[config.mk]
export PLATFORM = sky130hd
export DESIGN_NAME = presc_timer
export DESIGN_NICKNAME = d
export VERILOG_FILES = /design/src/rtl/presc_timer.sv
export SDC_FILE = /design/constraint.sdc
export NUM_CORES = 1
export LEC_CHECK = 0
export ABC_AREA = 1
export CORE_UTILIZATION = 53
export DETAILED_ROUTE_END_ITERATION = 8
export PLACE_DENSITY = 0.86
export SYNTH_ARGS = -nofsm -noshare
export SYNTH_HDL_FRONTEND = slang
export SYNTH_SLANG_ARGS = --single-unit
[constraint.sdc]
create_clock -name clk -period 2.49 [get_ports clk]
set_input_delay 0.498 -clock clk [delete_from_list [all_inputs] [get_ports clk]]
set_output_delay 0.498 -clock clk [all_outputs]
set_load 0.02 [all_outputs]
[src/rtl/presc_timer.sv]
// Prescaled up/down counter with free-run, auto-reload, one-shot and saturate modes; cnt/tick/tc/done update one clock after the step.
// No backpressure: en freezes prescaler and counter, and load takes priority over counting.
module presc_timer #(
    parameter int WIDTH       = 8,
    parameter int PRESC_WIDTH = 8
) (
    input  logic                   clk,
    input  logic                   rst,
    input  logic                   en,
    input  logic [PRESC_WIDTH-1:0] presc_div,
    input  logic                   dir,
    input  logic [1:0]             mode,
    input  logic                   load,
    input  logic [WIDTH-1:0]       load_val,
    input  logic [WIDTH-1:0]       reload_val,
    input  logic [WIDTH-1:0]       cmp_val,
    output logic [WIDTH-1:0]       cnt,
    output logic                   tick,
    output logic                   tc,
    output logic                   cmp_match,
    output logic                   done
);

    localparam logic [1:0] MODE_FREE   = 2'b00;
    localparam logic [1:0] MODE_RELOAD = 2'b01;
    localparam logic [1:0] MODE_ONESHOT = 2'b10;
    localparam logic [1:0] MODE_SAT    = 2'b11;

    logic [PRESC_WIDTH-1:0] pcnt_q, pcnt_d;
    logic [WIDTH-1:0]       cnt_q, cnt_d;
    logic                   tick_q, tick_d;
    logic                   tc_q, tc_d;
    logic                   done_q, done_d;

    logic                   step;
    logic [WIDTH-1:0]       term_val;
    logic [WIDTH-1:0]       cnt_next;
    logic                   at_term;

    // >= rather than == so that shrinking presc_div mid-count steps immediately
    assign step     = en && (pcnt_q >= presc_div);
    assign term_val = dir ? '0 : '1;
    assign cnt_next = dir ? cnt_q - 1'b1 : cnt_q + 1'b1;
    assign at_term  = (cnt_q == term_val);

    always_comb begin
        pcnt_d = pcnt_q;
        cnt_d  = cnt_q;
        done_d = done_q;
        tick_d = 1'b0;
        tc_d   = 1'b0;
        if (load) begin
            cnt_d  = load_val;
            pcnt_d = '0;
            done_d = 1'b0;
        end else if (step) begin
            pcnt_d = '0;
            tick_d = 1'b1;
            case (mode)
                MODE_FREE: begin
                    cnt_d = cnt_next;
                    tc_d  = (cnt_next == term_val);
                end
                MODE_RELOAD: begin
                    if (at_term) begin
                        cnt_d = reload_val;
                        tc_d  = (reload_val == term_val);
                    end else begin
                        cnt_d = cnt_next;
                        tc_d  = (cnt_next == term_val);
                    end
                end
                MODE_ONESHOT: begin
                    if (!done_q) begin
                        if (at_term) begin
                            done_d = 1'b1;
                        end else begin
                            cnt_d = cnt_next;
                            if (cnt_next == term_val) begin
                                done_d = 1'b1;
                                tc_d   = 1'b1;
                            end
                        end
                    end
                end
                MODE_SAT: begin
                    if (!at_term) begin
                        cnt_d = cnt_next;
                        tc_d  = (cnt_next == term_val);
                    end
                end
                default: begin
                    cnt_d = cnt_q;
                end
            endcase
        end else if (en) begin
            pcnt_d = pcnt_q + 1'b1;
        end
    end

    always_ff @(posedge clk) begin
        if (rst) begin
            pcnt_q <= '0;
            cnt_q  <= '0;
            tick_q <= 1'b0;
            tc_q   <= 1'b0;
            done_q <= 1'b0;
        end else begin
            pcnt_q <= pcnt_d;
            cnt_q  <= cnt_d;
            tick_q <= tick_d;
            tc_q   <= tc_d;
            done_q <= done_d;
        end
    end

    assign cnt       = cnt_q;
    assign tick      = tick_q;
    assign tc        = tc_q;
    assign done      = done_q;
    assign cmp_match = (cnt_q == cmp_val);

endmodule

After elaboration in Yosys (flattened, before gate mapping) --
Cells that the tools add are included.
Word-level totals: bits in registers 19, logic and storage cells 43, bits in read-only memories 0, memories 0, memory bits (writable) 0, input port bits 39, latch bits 0, output and inout bits 12
Cells by class: multipliers 0, $lt $le $gt $ge 1, bitwise operators 1, $add $sub $neg 3, div/mod/pow operators 0, muxes and demuxes 17, reduce and logical (&&, ||, !) cells 8, equal/unequal tests 8, shifts and indexed selects 0
Operator list (count):
- 8-bit two-way mux | 7
- 8-bit == test | 4
- 8-bit case mux with 4 select lines | 1
- 8-bit by 1-bit adder with 8-bit output (second input constant) | 2
- 8-bit >= comparator | 1
- 1-bit two-way mux | 8
- 8-bit by 1-bit subtractor with 8-bit output (second input constant) | 1
- 3-bit OR reduction | 2
- 2-bit == test (second input constant) | 2
- 1-bit case mux with 4 select lines | 1
- 2-bit AND reduction | 2
- 3-bit != test (second input constant) | 1
- 2-bit by 1-bit == test with 1-bit output (second input constant) | 1
- 2-bit zero test | 1
- 2-bit nonzero test | 1
- 2-bit OR reduction | 1
- 1-bit logical AND | 1
- 1-bit NOT | 1

Longest topological paths before layout --
Gate-level depths: netlist of run 1.
word-level depth 7, mapped depth 16, gate-level depth less buffers 16

Worst setup path before layout of run 1 --
Ideal clock, no wire load.
path type reg-to-output, start point reg cnt_q[0] (netlist: cnt[0]), end point out cmp_match, data arrival time 1.444 ns, required time 1.992 ns, path buffers 0, stages on the path, launching flop included 5, setup slack 0.548 ns, cell sequence dfxtp_1 > nand2_1 > inv_1 > o22ai_1 > nor4_1
Between the ends: cells in the longest elaborated chain, start to end 1
Ends and longest elaborated chain:
- start, declared | RTL line 30 | logic [WIDTH-1:0] cnt_q, cnt_d;
- start signal, assigned | RTL line 110 | cnt_q <= cnt_d;
- 8-bit == test | RTL line 121 | assign cmp_match = (cnt_q == cmp_val);
- end, declared | RTL line 20 | output logic cmp_match,
Every way passes these cells.

Worst setup path in the final report of run 1 --
start point in cmp_val[6], end point out cmp_match
Between the ends: cells in the longest elaborated chain, start to end 1
Ends and longest elaborated chain:
- start, declared | RTL line 16 | input logic [WIDTH-1:0] cmp_val,
- 8-bit == test | RTL line 121
Every way passes these cells.

==> results of run 1 <==
==> final cells by class <==
cell class	instances	area (sq um)	share of cell area, %
Clock buffer	3	22.5	0.852
Inverter	49	184	6.96
Tap cell	46	57.6	2.18
Multi-Input combinational cell	242	1290	48.8
Sequential cell	19	380	14.4
Timing Repair Buffer	77	704	26.6
Clock inverter	1	5.00	0.189
==> cell families (layout without fill, tap and decap cells) <==
kind of cell    count (synthesis)  after routing  synth area share (%)
compound gates                 25             25                  7.12
simple gates                  188            188                  43.4
xor+xnor                       12             12                  5.93
flops                          19             19                  20.0
buf+inv                        55            130                  12.0
fa+ha+maj                      16             16                  10.9
mux                             1              1                 0.527
==> flip-flops by register name, summed over array words and instances, names as in the netlist <==
name and count:
pcnt_q 8, tc 1, done 1, tick 1, cnt 8
==> stage by stage <==
step	std cells	total power, W	setup WS, ns	hold slack (ns)
after floorplan	316	0.000588	0.548	0.456
after global routing	437	0.00102	0.0874	0.533
after CTS	437	0.000955	0.0113	0.489
after detailed placement	433	0.000790	-0.293	0.472
after global placement	433	0.000780	-0.191	0.460
final	437	0.000955	0.255	0.488
==> layout by cell type (no fill, tap or decap), drive strengths merged, types with 9 or more instances in the layout <==
master	netlist	routed
ha	15	15
inv	49	49
o21ai	9	9
nor2	39	39
nand2	98	98
nand3	31	31
clkdlybuf4s50	0	48
a21oi	12	12
buf	5	27
dfxtp	19	19
==> routing by layer <==
metal | track usage, % | share of wire, % | up-vias | wire (microns)
met3 | 4.76 | 5.2 | 13 | 274
met2 | 50.1 | 48 | 77 | 2550
li1 | - | - | 1155 | -
met5 | 0 | 0 | - | 0
met4 | 9.84 | 1.5 | 0 | 78
met1 | 36.0 | 45 | 1014 | 2370
==> power by group through the flow <==
stage / clock network, W / registers, W / logic [W]
2_1_floorplan: 0 / 0.000352 / 0.000236
3_3_place_gp: 0 / 0.000340 / 0.000439
3_5_place_dp: 0 / 0.000341 / 0.000449
4_1_cts: 0.000168 / 0.000334 / 0.000452
5_1_grt: 0.000179 / 0.000336 / 0.000501
6_report: 0.000166 / 0.000335 / 0.000455
==> how the worst max path moves through the flow <==
stage | start | end
finish | cmp_val[6] | cmp_match
global route | presc_div[1] | pcnt_q[2]
CTS | dir | cnt[5]
detailed placement | dir | cnt[3]
global placement | dir | tc
floorplan | cnt[0] | cmp_match
==> worst max-delay path: stages <==
cell	delay (ns)
clkdlybuf4s50_1	0.48
xnor2_1	0.13
nand4_1	0.12
nor4_1	0.15
dlygate4sd2_1	0.36
==> what timing repair did <==
item,4_1_cts,5_1_grt
setup buffers,0,0
setup endpoints to repair,1,10
hold buffers,0,0
resized for setup,1,1
hold endpoints to repair,0,0
==> impl_metrics.py, run 1 <==
metrics = {
    "outcome": {
        "status": "completed",
    },
    "synthesis": {
        "synth_top_area_share_pct": 20.0,
        "async_flop_share_pct": 0,
        "synth-seq-cells": 19,
        "synth_area_per_cell_sq_um": 6.01,
        "ys_seq_area_share_pct": 20.0,
        "syn_nets": 371,
        "synth_most_common_cell": "nand2_1",
        "yosysTopAreaCell": "dfxtp_1",
        "syn_inst": 316,
        "synth_area_leaders": "dfxtp_1, nand2_1, ha_1, inv_1, nand3_1",
        "synth-main-ff-cell": "dfxtp_1",
        "yosys_warnings": 0,
        "synth_edf_count": 0,
        "ys_types": 33,
        "synth_common_cells": "nand2_1, inv_1, nor2_1",
        "syn_area_sq_mm": 0.00190,
    },
    "sta": {
        "worst-slew-pin-transition_ns": 0.379,
        "fin_crit_ns": 2.24,
        "fin_crit_sh_pct": 89.8,
        "hold_violations": 0,
        "rsz0062_at_grt": "false",
        "setup_viol": 0,
        "slew_headroom_pct": 74.7,
        "setup_tns_ns": 0,
        "max_freq_ghz": 0.447,
        "slew_violations": 0,
        "clock_skew_ns": 0.0125,
    },
    "place": {
        "gp_congestion": 0.908,
        "dp_hpwl_microns": 4420,
        "port_buffers": 50,
        "placed_cell_area_sq_mm": 0.00262,
    },
    "min_path": {
        "hold_depth": 2,
        "worstHoldStart": "done",
        "hold_end": "done",
        "min_path_type": "flip-flop to flip-flop",
    },
    "route": {
        "drtIter0Drc": 133,
        "dr.pass1.iters": 6,
        "vias": 2259,
        "postRouteAntennaNets": 0,
        "wl_per_cell_microns": 12.1,
        "vias_per_cell": 5.17,
        "drt_wl_total_microns": 5270,
        "drc": 0,
    },
    "cells_and_area": {
        "drive_above_1_share_pct": 11.5,
        "final_core_util_pct": 78.0,
        "antenna_cells": 0,
        "num-fill-cells": 274,
        "synthToLayoutAreaGrowth_pct": 39.3,
        "final_cell_area_sq_mm": 0.00264,
        "nets": 447,
    },
    "job": {
        "drv_cap": 0,
    },
    "critical_path": {
        "arrival_ns": 1.74,
        "rr_worst_depth": 12,
        "path_class": "input pin to output port",
        "cp_data_required_time_ns": 1.99,
        "crit_path_end_kind": "output port",
        "worstReg2RegStart": "cnt[3]",
        "crit_path_start_kind": "input pin",
        "cp_max_fo": 1,
        "r2r_slack_ns": 0.37,
        "timing.rr.end": "cnt[5]",
    },
    "grt": {
        "grtUsageTotal_pct": 28.8,
        "grt_pass1_vias": 1971,
        "grt-ovfl-total": 0,
        "grt_antenna_before_repair": 0,
        "grt_max_degree": 14,
        "grt_pass1_wl_microns": 8200,
    },
    "clocking": {
        "cts_buffers": 3,
        "cts-root-buf": "clkbuf_4",
        "clk_latency_ns": 0.32,
        "cts_tree": "built",
        "cts_buffer_depth": 2,
        "numClockSinks": 19,
        "clkTransAtPathRegs_ns": 0.11,
        "h-tree-depth": 1,
    },
    "floorplan": {
        "fp.dieH_microns": 61.8,
        "num_rows": 21,
        "io_pins": 51,
        "design.core.area_sq_mm": 0.00339,
        "die-area_sq_mm": 0.00382,
        "die_x_microns": 61.8,
        "initial_core_util_pct": 56.0,
    },
    "power": {
        "p_switching_w": 0.000358,
        "p_leak_nw": 1.37,
        "clkPwrFrac_pct": 17.4,
        "ir_drop_uv": 317,
        "sw_frac_of_total_pct": 37.5,
        "combPwrFrac_pct": 47.6,
        "power.density_mw_per_mm2": 361,
        "p_seq_share_pct": 35.0,
        "internal_power_w": 0.000597,
    },
}
Note: power is estimated with default switching activity, not from simulation.
==> run 2, diff against run 1 <==
--- a/config.mk
+++ b/config.mk
@@ -8,7 +8,7 @@
 export ABC_AREA = 1
 export CORE_UTILIZATION = 53
 export DETAILED_ROUTE_END_ITERATION = 8
-export PLACE_DENSITY = 0.86
+export PLACE_DENSITY = 0.82
 export SYNTH_ARGS = -nofsm -noshare
 export SYNTH_HDL_FRONTEND = slang
 export SYNTH_SLANG_ARGS = --single-unit
==> run 2 against run 1 <==
Sequential share of layout area barely moved. Count of clock-buffer cells in the layout did not move. Non-clock buffer count fell by 1. Worst hold slack got worse by 0.0070 ns. Largest power group unchanged.
==> impl_metrics.py, run 2 (synthesis gave the netlist of run 1 again) <==
metrics = {
    "power": {
        "sw_frac_of_total_pct": 38.0,
        "ir_drop_uv": 405,
        "internal_power_w": 0.000596,
        "p_switching_w": 0.000366,
        "combPwrFrac_pct": 47.4,
        "clkPwrFrac_pct": 17.7,
        "p_total_w": 0.000961,
        "p_leak_nw": 1.36,
        "p_seq_share_pct": 34.9,
        "power.density_mw_per_mm2": 363,
    },
    "route": {
        "drtIter0Drc": 168,
        "postRouteAntennaNets": 0,
        "wl_per_cell_microns": 12.5,
        "dr.pass1.iters": 5,
        "vias_per_cell": 5.11,
        "drc": 0,
        "vias": 2227,
        "drt_wl_total_microns": 5470,
    },
    "grt": {
        "grt_pass1_wl_microns": 8660,
        "grt_max_degree": 14,
        "grtUsageTotal_pct": 30.9,
        "grt_antenna_before_repair": 0,
        "grt_pass1_vias": 2028,
        "grt-ovfl-total": 0,
    },
    "clocking": {
        "clk_latency_ns": 0.30,
        "numClockSinks": 19,
        "clkTransAtPathRegs_ns": 0.12,
        "h-tree-depth": 1,
        "cts-root-buf": "clkbuf_4",
        "cts_buffers": 3,
        "cts_buffer_depth": 2,
        "hold_buffers": 0,
        "cts_tree": "built",
    },
    "outcome": {
        "status": "completed",
    },
    "floorplan": {
        "io_pins": 51,
        "die_x_microns": 61.8,
        "die-area_sq_mm": 0.00382,
        "design.core.area_sq_mm": 0.00339,
        "num_rows": 21,
        "initial_core_util_pct": 56.0,
        "fp.dieH_microns": 61.8,
    },
    "cells_and_area": {
        "layout.cells.non_filler": 436,
        "final_core_util_pct": 78.2,
        "final_cell_area_sq_mm": 0.00265,
        "antenna_cells": 0,
        "drive_above_1_share_pct": 11.5,
        "nets": 446,
        "layout_common_cells": "nand2_1, inv_1, clkdlybuf4s50_1",
        "final_common_cell": "nand2_1",
        "synthToLayoutAreaGrowth_pct": 39.7,
    },
    "critical_path": {
        "crit_path_start_kind": "input pin",
        "crit_family": "buffers and inverters",
        "path_class": "input pin to output port",
        "crit_slowest_cell": "clkdlybuf4s50_1",
        "cp_num_buf_inv": 2,
        "crit_chain": "clkdlybuf4s50_1 -> xnor2_1 -> nand4_1 -> nor4_1 -> dlygate4sd2_1",
        "crit_path_end_kind": "output port",
        "cp_data_required_time_ns": 1.99,
        "slowest_delay_ns": 0.48,
        "r2r_slack_ns": 0.50,
        "cp_max_fo": 1,
        "arrival_ns": 1.76,
    },
    "min_path": {
        "min_path_type": "flip-flop to flip-flop",
    },
    "job": {
        "drv_cap": 0,
    },
    "sta": {
        "setup_viol": 0,
        "hold_ws_ns": 0.481,
        "clock_skew_ns": 0.00383,
        "hold_violations": 0,
        "rsz0062_at_grt": "false",
        "slew_violations": 0,
        "slew_headroom_pct": 73.6,
        "worst-slew-pin-transition_ns": 0.396,
        "fin_crit_sh_pct": 90.5,
        "max_freq_ghz": 0.444,
        "fin_crit_ns": 2.25,
    },
    "place": {
        "gp_congestion": 0.891,
        "port_buffers": 50,
        "place_inst": 432,
        "placed_cell_area_sq_mm": 0.00261,
        "dp_hpwl_microns": 4470,
    },
}
[run 2: final timing paths]
| kind | startpoint | end | depth (start not counted) |
|---|---|---|---|
| setup reg to reg | cnt[0] | cnt[4] | 12 |
| setup / recovery | cmp_val[5] | cmp_match | 5 |
| hold / removal | done | done | 2 |
| hold reg to reg | done | done | 2 |
[run 2: cell type report]
type	instances	area, sq um
clock inverters	1	7.51
inverters	49	184
repair buffers	76	697
well taps	46	57.6
multi-input cells	242	1300
flip-flops and latches	19	380
fillers	260	738
clock buffers	3	22.5
[run 2: what timing repair did]
action                     CTS  global route
gates resized for setup      1             2
buffers inserted             0             0
pin swaps                    0             0
setup endpoints to repair    1            10
gates cloned                 0             0
[run 2: per-stage QoR]
step	TNS [ns]	setup WS, ns
after floorplan	0	0.548
after global placement	-1.88	-0.238
after detailed placement	-2.62	-0.307
after CTS	0	0.00280
after global routing	0	0.0504
final	0	0.235
[run 2: routing by layer]
| layer | GRT usage, % | wire length (microns) | vias up | part of all wire (%) |
|---|---|---|---|---|
| met5 | 0 | 0 | - | 0 |
| met3 | 4.55 | 255 | 4 | 4.7 |
| met1 | 39.8 | 2470 | 1020 | 45 |
| met2 | 53.3 | 2710 | 51 | 49 |
| met4 | 9.21 | 39 | 0 | 0.71 |
| li1 | - | - | 1152 | - |
[run 2: worst reg2reg max path, stage by stage, from the launching register on]
cell	delay [ns]
dfxtp_1	0.34
buf_4	0.17
fa_1	0.45
nand3_1	0.14
nand2_1	0.10
nand2_1	0.09
nand2_1	0.06
o21ai_1	0.25
nand2_1	0.09
nand2_1	0.07
nand2_1	0.04
nand2_1	0.06
nor2_1	0.04
[run 2: power by group through the flow]
stage | logic (W) | registers [W] | clock network, W
floorplan | 0.000236 | 0.000352 | 0
global placement | 0.000433 | 0.000341 | 0
detailed placement | 0.000444 | 0.000341 | 0
CTS | 0.000447 | 0.000335 | 0.000167
global route | 0.000509 | 0.000337 | 0.000182
finish | 0.000456 | 0.000335 | 0.000170
